[config.mk]
export PLATFORM = sky130hd
export DESIGN_NAME = buffer_status_core_flat
export DESIGN_NICKNAME = d
export VERILOG_FILES = /design/src/rtl/buffer_status_pkg.sv /design/src/rtl/buffer_status_core_if.sv /design/src/rtl/buf_queue.sv /design/src/rtl/buffer_status_core.sv /design/src/flat_wrapper.sv
export SDC_FILE = /design/constraint.sdc
export NUM_CORES = 1
export LEC_CHECK = 0
export CAP_MARGIN = 20
export CORE_AREA = 2 2 189 191
export DETAILED_ROUTE_END_ITERATION = 10
export DIE_AREA = 0 0 191 193
export GPL_TIMING_DRIVEN = 0
export HOLD_SLACK_MARGIN = 0.1
export SLEW_MARGIN = 20
export SYNTH_ARGS = -nofsm -noshare
export SYNTH_HDL_FRONTEND = slang
export SYNTH_SLANG_ARGS = --single-unit
export TNS_END_PERCENT = 50
[constraint.sdc]
create_clock -name clk -period 5.8 [get_ports clk]
set_clock_uncertainty 0.15 [all_clocks]
set_input_delay 1.16 -clock clk [delete_from_list [all_inputs] [get_ports clk]]
set_output_delay 1.16 -clock clk [all_outputs]
set_load 0.03 [all_outputs]
[src/rtl/buffer_status_pkg.sv]
// Shared constants and helpers for the buffer-status display pipeline.
// sat_inc is also used by the VGA block when it renders the counters.
package buffer_status_pkg;
    localparam int NUM_BUF = 4;
    localparam int DEPTH   = 6;
    localparam int DATA_W  = 4;
    localparam int CNT_W   = 8;
    localparam int OCC_W   = 3;

    localparam logic [DATA_W-1:0] EMPTY_SLOT = '0;

    function automatic logic [CNT_W-1:0] sat_inc(input logic [CNT_W-1:0] i_val);
        return (i_val == '1) ? i_val : i_val + CNT_W'(1);
    endfunction
endpackage

[src/rtl/buffer_status_core_if.sv]
// Packet write / read request and read response bundle of buffer_status_core.
interface buffer_status_core_if;
    import buffer_status_pkg::*;

    logic              i_wr_valid;
    logic [1:0]        i_wr_buf;
    logic [DATA_W-1:0] i_wr_data;
    logic              i_rd_valid;
    logic [1:0]        i_rd_buf;
    logic              o_rd_valid;
    logic [DATA_W-1:0] o_rd_data;
    logic              o_rd_err;

    modport master (
        output i_wr_valid, i_wr_buf, i_wr_data, i_rd_valid, i_rd_buf,
        input  o_rd_valid, o_rd_data, o_rd_err
    );

    modport slave (
        input  i_wr_valid, i_wr_buf, i_wr_data, i_rd_valid, i_rd_buf,
        output o_rd_valid, o_rd_data, o_rd_err
    );
endinterface

[src/rtl/buf_queue.sv]
// One DEPTH-deep shift queue: slot 0 is the head, unused slots hold EMPTY_SLOT.
// Exposes its next state so the top can snapshot post-update contents.
module buf_queue
    import buffer_status_pkg::*;
(
    input  logic                     clk,
    input  logic                     reset_n,
    input  logic                     i_push,
    input  logic                     i_pop,
    input  logic [DATA_W-1:0]        i_data,
    output logic [OCC_W-1:0]         o_occ,
    output logic [DATA_W-1:0]        o_head,
    output logic [OCC_W-1:0]         o_nxt_occ,
    output logic [DEPTH*DATA_W-1:0]  o_nxt_slots
);
    logic [DATA_W-1:0] r_slots [DEPTH];
    logic [OCC_W-1:0]  r_occ;
    logic [DATA_W-1:0] w_nxt   [DEPTH];
    logic [OCC_W-1:0]  w_occ_pop;
    logic [OCC_W-1:0]  w_nxt_occ;

    // Pop shifts first, then push lands at the post-pop tail.
    always_comb begin
        for (int unsigned i = 0; i < DEPTH; i++) begin
            w_nxt[i] = r_slots[i];
        end
        w_occ_pop = r_occ;
        if (i_pop) begin
            for (int unsigned i = 0; i < DEPTH - 1; i++) begin
                w_nxt[i] = r_slots[i+1];
            end
            w_nxt[DEPTH-1] = EMPTY_SLOT;
            w_occ_pop      = r_occ - OCC_W'(1);
        end
        w_nxt_occ = w_occ_pop;
        if (i_push) begin
            for (int unsigned i = 0; i < DEPTH; i++) begin
                if (OCC_W'(i) == w_occ_pop) begin
                    w_nxt[i] = i_data;
                end
            end
            w_nxt_occ = w_occ_pop + OCC_W'(1);
        end
    end

    always_comb begin
        o_nxt_slots = '0;
        for (int unsigned i = 0; i < DEPTH; i++) begin
            o_nxt_slots[i*DATA_W +: DATA_W] = w_nxt[i];
        end
    end

    assign o_occ     = r_occ;
    assign o_head    = r_slots[0];
    assign o_nxt_occ = w_nxt_occ;

    always_ff @(posedge clk) begin
        if (!reset_n) begin
            r_occ <= '0;
            for (int unsigned i = 0; i < DEPTH; i++) begin
                r_slots[i] <= EMPTY_SLOT;
            end
        end else begin
            r_occ <= w_nxt_occ;
            for (int unsigned i = 0; i < DEPTH; i++) begin
                r_slots[i] <= w_nxt[i];
            end
        end
    end
endmodule

[src/rtl/buffer_status_core.sv]
// Upstream state engine for the buffer-visualisation display: four packet queues,
// read service, statistics, input/read history and a frame-coherent snapshot.
module buffer_status_core
    import buffer_status_pkg::*;
(
    input  logic                            clk,
    input  logic                            reset_n,
    buffer_status_core_if.slave             bus,
    input  logic                            i_frame_start,
    output logic [NUM_BUF*OCC_W-1:0]        o_occ,
    output logic [NUM_BUF*DEPTH*DATA_W-1:0] o_slots,
    output logic [4*DATA_W-1:0]             o_in_hist,
    output logic [4*DATA_W-1:0]             o_rd_hist,
    output logic [CNT_W-1:0]                o_trans_cnt,
    output logic [CNT_W-1:0]                o_recv_cnt,
    output logic [CNT_W-1:0]                o_drop_cnt
);
    logic [OCC_W-1:0]        w_occ       [NUM_BUF];
    logic [DATA_W-1:0]       w_head      [NUM_BUF];
    logic [OCC_W-1:0]        w_nxt_occ   [NUM_BUF];
    logic [DEPTH*DATA_W-1:0] w_nxt_slots [NUM_BUF];
    logic [NUM_BUF-1:0]      w_push;
    logic [NUM_BUF-1:0]      w_pop;
    logic                    w_rd_ok;
    logic                    w_rd_err;
    logic                    w_wr_acc;
    logic [OCC_W-1:0]        w_tail_occ;
    logic [DATA_W-1:0]       w_rd_head;

    logic [CNT_W-1:0]        r_trans, r_recv, r_drop;
    logic [4*DATA_W-1:0]     r_in_hist, r_rd_hist;

    logic [CNT_W-1:0]                w_nxt_trans, w_nxt_recv, w_nxt_drop;
    logic [4*DATA_W-1:0]             w_nxt_in_hist, w_nxt_rd_hist;
    logic [NUM_BUF*OCC_W-1:0]        w_nxt_occ_flat;
    logic [NUM_BUF*DEPTH*DATA_W-1:0] w_nxt_slots_flat;

    // Write acceptance looks at occupancy after any same-cycle read of that queue.
    always_comb begin
        w_pop      = '0;
        w_push     = '0;
        w_rd_head  = w_head[bus.i_rd_buf];
        w_rd_ok    = bus.i_rd_valid && (w_occ[bus.i_rd_buf] != '0);
        w_rd_err   = bus.i_rd_valid && !w_rd_ok;
        w_pop[bus.i_rd_buf] = w_rd_ok;
        w_tail_occ = w_occ[bus.i_wr_buf] - OCC_W'(w_pop[bus.i_wr_buf]);
        w_wr_acc   = bus.i_wr_valid && (w_tail_occ < OCC_W'(DEPTH));
        w_push[bus.i_wr_buf] = w_wr_acc;
    end

    for (genvar q = 0; q < NUM_BUF; q++) begin : g_queue
        buf_queue u_queue (
            .clk         (clk),
            .reset_n     (reset_n),
            .i_push      (w_push[q]),
            .i_pop       (w_pop[q]),
            .i_data      (bus.i_wr_data),
            .o_occ       (w_occ[q]),
            .o_head      (w_head[q]),
            .o_nxt_occ   (w_nxt_occ[q]),
            .o_nxt_slots (w_nxt_slots[q])
        );
    end

    always_comb begin
        w_nxt_recv    = bus.i_wr_valid ? sat_inc(r_recv) : r_recv;
        w_nxt_drop    = (bus.i_wr_valid && !w_wr_acc) ? sat_inc(r_drop) : r_drop;
        w_nxt_trans   = w_rd_ok ? sat_inc(r_trans) : r_trans;
        w_nxt_in_hist = bus.i_wr_valid ? {r_in_hist[3*DATA_W-1:0], bus.i_wr_data} : r_in_hist;
        w_nxt_rd_hist = w_rd_ok ? {r_rd_hist[3*DATA_W-1:0], w_rd_head} : r_rd_hist;
        w_nxt_occ_flat   = '0;
        w_nxt_slots_flat = '0;
        for (int unsigned q = 0; q < NUM_BUF; q++) begin
            w_nxt_occ_flat[q*OCC_W +: OCC_W]                     = w_nxt_occ[q];
            w_nxt_slots_flat[q*DEPTH*DATA_W +: DEPTH*DATA_W]     = w_nxt_slots[q];
        end
    end

    // Snapshot captures the post-update state so a frame_start write is visible at once.
    always_ff @(posedge clk) begin
        if (!reset_n) begin
            r_trans        <= '0;
            r_recv         <= '0;
            r_drop         <= '0;
            r_in_hist      <= '0;
            r_rd_hist      <= '0;
            bus.o_rd_valid <= 1'b0;
            bus.o_rd_data  <= EMPTY_SLOT;
            bus.o_rd_err   <= 1'b0;
            o_occ          <= '0;
            o_slots        <= '0;
            o_in_hist      <= '0;
            o_rd_hist      <= '0;
            o_trans_cnt    <= '0;
            o_recv_cnt     <= '0;
            o_drop_cnt     <= '0;
        end else begin
            r_trans        <= w_nxt_trans;
            r_recv         <= w_nxt_recv;
            r_drop         <= w_nxt_drop;
            r_in_hist      <= w_nxt_in_hist;
            r_rd_hist      <= w_nxt_rd_hist;
            bus.o_rd_valid <= w_rd_ok;
            bus.o_rd_data  <= w_rd_ok ? w_rd_head : EMPTY_SLOT;
            bus.o_rd_err   <= w_rd_err;
            if (i_frame_start) begin
                o_occ       <= w_nxt_occ_flat;
                o_slots     <= w_nxt_slots_flat;
                o_in_hist   <= w_nxt_in_hist;
                o_rd_hist   <= w_nxt_rd_hist;
                o_trans_cnt <= w_nxt_trans;
                o_recv_cnt  <= w_nxt_recv;
                o_drop_cnt  <= w_nxt_drop;
            end
        end
    end
endmodule

[src/flat_wrapper.sv]
// flat-port wrapper written by rule: the top's interface ports become plain ports
module buffer_status_core_flat import buffer_status_pkg::*;
  (clk, reset_n, i_frame_start, o_occ, o_slots, o_in_hist, o_rd_hist, o_trans_cnt, o_recv_cnt, o_drop_cnt, bus_i_wr_valid, bus_i_wr_buf, bus_i_wr_data, bus_i_rd_valid, bus_i_rd_buf, bus_o_rd_valid, bus_o_rd_data, bus_o_rd_err);
  buffer_status_core_if bus_i ();
  input  logic clk;
  input  logic reset_n;
  input  logic i_frame_start;
  output logic [NUM_BUF*OCC_W-1:0] o_occ;
  output logic [NUM_BUF*DEPTH*DATA_W-1:0] o_slots;
  output logic [4*DATA_W-1:0] o_in_hist;
  output logic [4*DATA_W-1:0] o_rd_hist;
  output logic [CNT_W-1:0] o_trans_cnt;
  output logic [CNT_W-1:0] o_recv_cnt;
  output logic [CNT_W-1:0] o_drop_cnt;
  input wire logic [$bits(bus_i.i_wr_valid)-1:0] bus_i_wr_valid;
  input wire logic [$bits(bus_i.i_wr_buf)-1:0] bus_i_wr_buf;
  input wire logic [$bits(bus_i.i_wr_data)-1:0] bus_i_wr_data;
  input wire logic [$bits(bus_i.i_rd_valid)-1:0] bus_i_rd_valid;
  input wire logic [$bits(bus_i.i_rd_buf)-1:0] bus_i_rd_buf;
  output wire logic [$bits(bus_i.o_rd_valid)-1:0] bus_o_rd_valid;
  output wire logic [$bits(bus_i.o_rd_data)-1:0] bus_o_rd_data;
  output wire logic [$bits(bus_i.o_rd_err)-1:0] bus_o_rd_err;
  assign bus_i.i_wr_valid = bus_i_wr_valid;
  assign bus_i.i_wr_buf = bus_i_wr_buf;
  assign bus_i.i_wr_data = bus_i_wr_data;
  assign bus_i.i_rd_valid = bus_i_rd_valid;
  assign bus_i.i_rd_buf = bus_i_rd_buf;
  assign bus_o_rd_valid = bus_i.o_rd_valid;
  assign bus_o_rd_data = bus_i.o_rd_data;
  assign bus_o_rd_err = bus_i.o_rd_err;
  buffer_status_core u_core (.clk(clk), .reset_n(reset_n), .bus(bus_i), .i_frame_start(i_frame_start), .o_occ(o_occ), .o_slots(o_slots), .o_in_hist(o_in_hist), .o_rd_hist(o_rd_hist), .o_trans_cnt(o_trans_cnt), .o_recv_cnt(o_recv_cnt), .o_drop_cnt(o_drop_cnt));
endmodule
After elaboration in Yosys (flattened, before gate mapping)
Memories as Yosys holds them, arrays and structs flattened.
Index checks and enable logic that the tools add are counted.
{"block": "classes", "addsub": 12, "reduce_logical": 14, "bitwise_logic": 28, "order_cmp": 7, "n_eq_ne": 23, "mux": 89}
{"op": "2-to-1 mux 4 bit", "count": 50}
{"op": "2-to-1 mux 24 bit", "count": 8}
{"op": "2-to-1 mux 8 bit", "count": 6}
{"op": "2-to-1 mux 3 bit", "count": 12}
{"op": "2-to-1 mux 16 bit", "count": 2}
{"op": "adder 8 x 1 -> 8 bit (second input constant)", "count": 3}
{"op": "equality test 2 x 3 -> 1 bit (first input constant)", "count": 8}
{"op": "equality test 3 bit (first input constant)", "count": 8}
{"op": "equality test 8 bit (second input constant)", "count": 3}
{"op": "OR 1 bit", "count": 24}
{"op": "adder 3 x 1 -> 3 bit (second input constant)", "count": 4}
{"op": "binary-select mux 3 bit (select 2 bit)", "count": 2}
{"op": "equality test 1 x 3 -> 1 bit (first input constant)", "count": 4}
{"op": "logical NOT 3 bit", "count": 4}
{"op": "subtractor 3 x 1 -> 3 bit (second input constant)", "count": 4}
{"op": "AND 4 bit", "count": 2}
{"op": "binary-select mux 4 bit (select 2 bit)", "count": 1}
{"op": "greater-or-equal comparator 3 bit (second input constant)", "count": 2}
{"op": "logical AND 1 bit", "count": 6}
{"op": "less-than comparator 2 x 3 -> 1 bit (second input constant)", "count": 2}
{"op": "inverter 2 -> 3 bit", "count": 2}
{"op": "2-to-1 mux 1 bit", "count": 5}
{"op": "demux 1 bit (select 2 bit)", "count": 2}
{"op": "greater-or-equal comparator 2 x 1 -> 1 bit (second input constant)", "count": 2}
{"op": "6 further kinds", "count": 7}
{"block": "word_totals", "mem_count": 4, "regBits": 238, "ram_bits": 96, "in_bits": 13, "output_inout_bits": 170}
{"memory": "u_core.g_queue[0].u_queue.r_slots", "words": 6, "width": 4, "read_ports": 6, "rd_clocked_by_memory_dff": 0, "write_ports": 6, "line_no": "buf_queue.sv:16", "rtl": "logic [DATA_W-1:0] r_slots [DEPTH];"}
{"memory": "u_core.g_queue[1].u_queue.r_slots", "words": 6, "width": 4, "read_ports": 6, "rd_clocked_by_memory_dff": 0, "write_ports": 6, "line_no": "buf_queue.sv:16"}
{"memory": "u_core.g_queue[2].u_queue.r_slots", "words": 6, "width": 4, "read_ports": 6, "rd_clocked_by_memory_dff": 0, "write_ports": 6, "line_no": "buf_queue.sv:16"}
{"memory": "u_core.g_queue[3].u_queue.r_slots", "words": 6, "width": 4, "read_ports": 6, "rd_clocked_by_memory_dff": 0, "write_ports": 6, "line_no": "buf_queue.sv:16"}

Longest topological paths before layout
{"block": "logic_depth", "ltp_word": 15, "mapped_depth": 15}

By module
From an unflattened synthesis, not the netlist that was laid out.
{"block": "hier_totals", "hier_cells": 1550, "area_unflattened_um2": 15249.6}
{"mod": "buffer_status_core", "seq_area_each_um2": 4524.3, "area_per_inst_um2": 8513.2, "instances": 1, "cells_per_inst": 842}
{"mod": "buf_queue", "seq_area_each_um2": 540.5, "area_per_inst_um2": 1684.1, "instances": 4, "cells_per_inst": 177}

Least setup slack after synthesis
Ideal clock, no wire load.
{"block": "synth_timing", "kind": "input-to-reg", "start": "input port bus_i_rd_buf[1]", "end": "memory u_core.g_queue[2].u_queue.r_slots[4][2], in the netlist u_core.g_queue[2].u_queue.r_slots[0][18]", "arrival_time_ns": 4.166, "path_slack_ns": 1.356, "cell_stages": 15, "setup_time_ns": 0.128, "t_required_ns": 5.522, "cell_sequence": "clkbuf_1 nor3b_1 nand2_1 buf_2 nor2_1 mux4_2 ha_1 clkbuf_1 inv_1 a21oi_1 buf_2 nand3b_1 clkbuf_1 nand3_1 o21ai_1"}
{"item": "start, declared", "line_no": "flat_wrapper.sv:19", "rtl": "input wire logic [$bits(bus_i.i_rd_buf)-1:0] bus_i_rd_buf;"}
{"item": "end, declared", "line_no": "buf_queue.sv:16"}

==> key figures <==
Layout
  • Final instance area: 18000 sq um
  • Area Growth Syn to Fin: 24.3%
  • Ant diodes: 0
  • Nets@finish: 1767
  • Final Core Density: 0.514
  • Layout cells sized above 1: 0.0971

Synthesis
  • Share of the synthesized area in the top cell type: 0.462
  • Syn Area/Cell: 9.57 sq um
  • Post-synth EDFFs: 0
  • Cells after Synth: 1512
  • Asr flop ratio synth: 0
  • Top_reg_cell synth: dfxtp_1
  • Synth Warn #: 0
  • Most frequent cell after synthesis: dfxtp_1
  • Post-synthesis sequential element count: 334
  • Mapped Nets: 1553
  • Synthesized cell area: 14500 sq um
  • Sequential fraction of the synthesis area: 0.462
  • Largest cells by area after synthesis: dfxtp_1, mux2i_1, mux2_2
  • Cell taking the most area after synthesis: dfxtp_1
  • Most instantiated cells after synthesis: dfxtp_1, nor2_1, mux2i_1
  • Netlist cell types: 61

Drt
  • WL per Instance: 22.7 um
  • DRT antenna net count: 0
  • Vias: 12600
  • DRC Markers: 0
  • Drt first pass iters: 7
  • Via density: 5.69
  • Initial DRC Count: 1014
  • WL final: 50200 um

Clock tree
  • Clock Path Buffers: 3
  • Worst-Skew Late Latency: 0.53 ns
  • Clock Tree Root: clkbuf_16
  • CTS resizes: 0
  • Clk sink count: 334
  • Setup Buffers After CTS: 0
  • Clock transition at path regs: 0.06 ns
  • H-tree depth: 2
  • CTS buffer count: 38
  • CTS Hold Buffers Added: 0
  • CTS tree: done

Floorplan
  • Ports: 183
  • Area of the die: 36900 sq um
  • Die width: 191 um
  • Initial Util: 0.414
  • Die height: 193 um
  • Core area: 35000 sq um
  • Floorplan row count: 69

GRT
  • First-pass GRT wire length: 74100 um
  • Grt ovf: 0
  • GR Util All Layers: 0.268
  • Number of global-route vias before repair: 12000
  • Initial antenna violation count: 1
  • Pin count of the biggest net entering global routing: 13

Setup path
  • Critical-path top delay cell: clkdlybuf4s50_1
  • Worst EP required: 6.05 ns
  • Worst path cell trace: clkdlybuf4s50_1, nor3b_1, nand2_1, buf_2, nor2_1, mux4_2, ha_1, clkbuf_1, inv_1, a21oi_1, buf_2, nand3b_1, clkbuf_1, nand3_1, o21ai_1
  • Worst-path fanout max: 10
  • CP bufs+invs: 6
  • Top delay family on crit path: buffers and inverters
  • Crit. End Element: flip-flop
  • Arrival time worst endpoint: 5.78 ns
  • Startpoint Class: primary input
  • Critical path type: primary input to flip-flop
  • CP peak stage delay: 0.63 ns

Timing
  • Worst-Margin Slew: 1.10 ns
  • Fmax: 181 MHz
  • RSZ-0062 raised after global routing: false
  • Hold Vio Cnt, Final: 0
  • Rel. slew slack: 0.270
  • Fin crit period: 5.54 ns
  • Final setup violation count: 0
  • Fraction of the cycle the final worst path needs: 0.955
  • Final Hold Slack: 0.310 ns
  • Slew Viols, Final: 0
  • Setup TNS: 0 ns

Power
  • Power density cells: 290 nW/um^2
  • Peak VDD IR: 0.000176 V
  • P_leak: 6.99 nW

Place
  • Port Buffers: 174
  • GPL Wtd Cong: 0.939
  • Dpl cell area: 16800 sq um
  • Dpl hpwl: 36400 um

Min path
  • Worst hold path class: flip-flop to flip-flop

Outcome
  • Status: finished, final reports clean

Job
  • MaxCap Viol Count: 0
-- worst reg2reg max path, stage by stage (launching register included) --
cell and delay, ns:
dfxtp_1 0.31, buf_6 0.13, or3_4 0.41, nand2_1 0.22
buf_2 0.35, nor2_1 0.07, mux4_2 0.46, ha_1 0.32
clkbuf_1 0.49, inv_1 0.22, a21oi_1 0.52, buf_2 0.34
nand3b_1 0.27, clkbuf_1 0.32, nand3_1 0.15, o21ai_1 0.08
-- cells by family (layout without fill, tap and decap cells) --
logic type,count (synthesis),in the layout,share of synthesized area
and+or+nand+nor,430,430,0.151
AOI/OAI and AO/OA,353,353,0.166
DFF,334,334,0.462
muxes,183,183,0.139
buffers and inverters,166,404,0.0467
adders and majority gates,28,28,0.0242
xor gates and xnor gates,18,18,0.0109
-- layer usage --
| metal | up-vias | wire length [um] | global-route usage |
|---|---|---|---|
| li1 | 5951 | - | - |
| met1 | 6108 | 22400 | 0.359 |
| met2 | 434 | 22800 | 0.437 |
| met3 | 95 | 3560 | 0.0509 |
| met4 | 2 | 1440 | 0.0835 |
| met5 | - | 13 | 0 |
-- flip-flops by register name, indices dropped and copies added, names as in the netlist --
register                        flops
u_core.o_occ                       12
u_core.r_drop                       8
u_core.bus.o_rd_err                 1
u_core.bus.o_rd_data                4
u_core.r_in_hist                   16
u_core.r_rd_hist                   16
u_core.bus.o_rd_valid               1
u_core.g_queue.u_queue.o_occ       12
u_core.o_in_hist                   16
u_core.o_recv_cnt                   8
u_core.o_drop_cnt                   8
u_core.o_trans_cnt                  8
u_core.o_rd_hist                   16
u_core.r_trans                      8
u_core.o_slots                     96
u_core.r_recv                       8
u_core.g_queue.u_queue.r_slots     96
-- power by group --
part           internal [W]  switching [W]
logic              0.000159       0.000349
registers           0.00234      0.0000339
clock network       0.00137       0.000965
-- per-stage QoR --
step,cells,total power [W],setup slack (ns)
final,2211,0.00521,0.263
after global routing,2211,0.00537,0.0721
after CTS,2211,0.00523,0.352
after detailed placement,2147,0.00293,-0.170
after global placement,2147,0.00292,-0.152
after floorplan,1512,0.00272,1.36
-- worst paths after layout --
| check | from | end | slack, ns | cells past startpoint |
|---|---|---|---|---|
| setup / recovery | bus_i_rd_buf[0] | u_core.g_queue[2].u_queue.r_slots[0][18] | 0.26 | 15 |
| hold / removal | u_core.o_occ[5] | u_core.o_occ[5] | 0.31 | 2 |
| setup reg to reg | u_core.g_queue[0].u_queue.o_occ[2] | u_core.g_queue[2].u_queue.r_slots[0][18] | 0.88 | 15 |
| hold reg to reg | u_core.o_occ[5] | u_core.o_occ[5] | 0.31 | 2 |
-- layout by cell type, fill, tap and decap left out, types with 9 or more instances in the layout --
cell type        instances
and2_1                  31
nor2_1                 128
dfxtp_1                334
nand3_1                 67
or3_1                   13
ha_1                    28
a31oi_1                 49
nor2b_1                 45
o22ai_1                 45
and3_1                  29
clkbuf_8                 9
a211oi_1                18
nor3_1                  27
o31ai_1                 15
o21ai_0                 59
buf_1                   13
buf_2                   21
a22o_1                  16
mux2i_1                103
mux2_2                  73
o211ai_1                17
clkdlybuf4s50_1        174
clkbuf_16               38
xnor2_1                 10
nand2_1                 51
a32oi_1                 12
o21ai_1                  9
inv_1                   30
clkbuf_1               106
a32o_1                  18
a221o_1                 16
a21oi_1                 46
-- cell type report --
type                    count  area, sq um
repair buffers            174         1740
flip-flops and latches    334         6690
plain buffers             136          563
inverters                  30          113
clock buffers              55         1100
fillers                  3289        17000
clock inverters             9         91.3
well taps                 461          577
multi-input cells        1012         7110
Power figures use the tool's default switching activity.
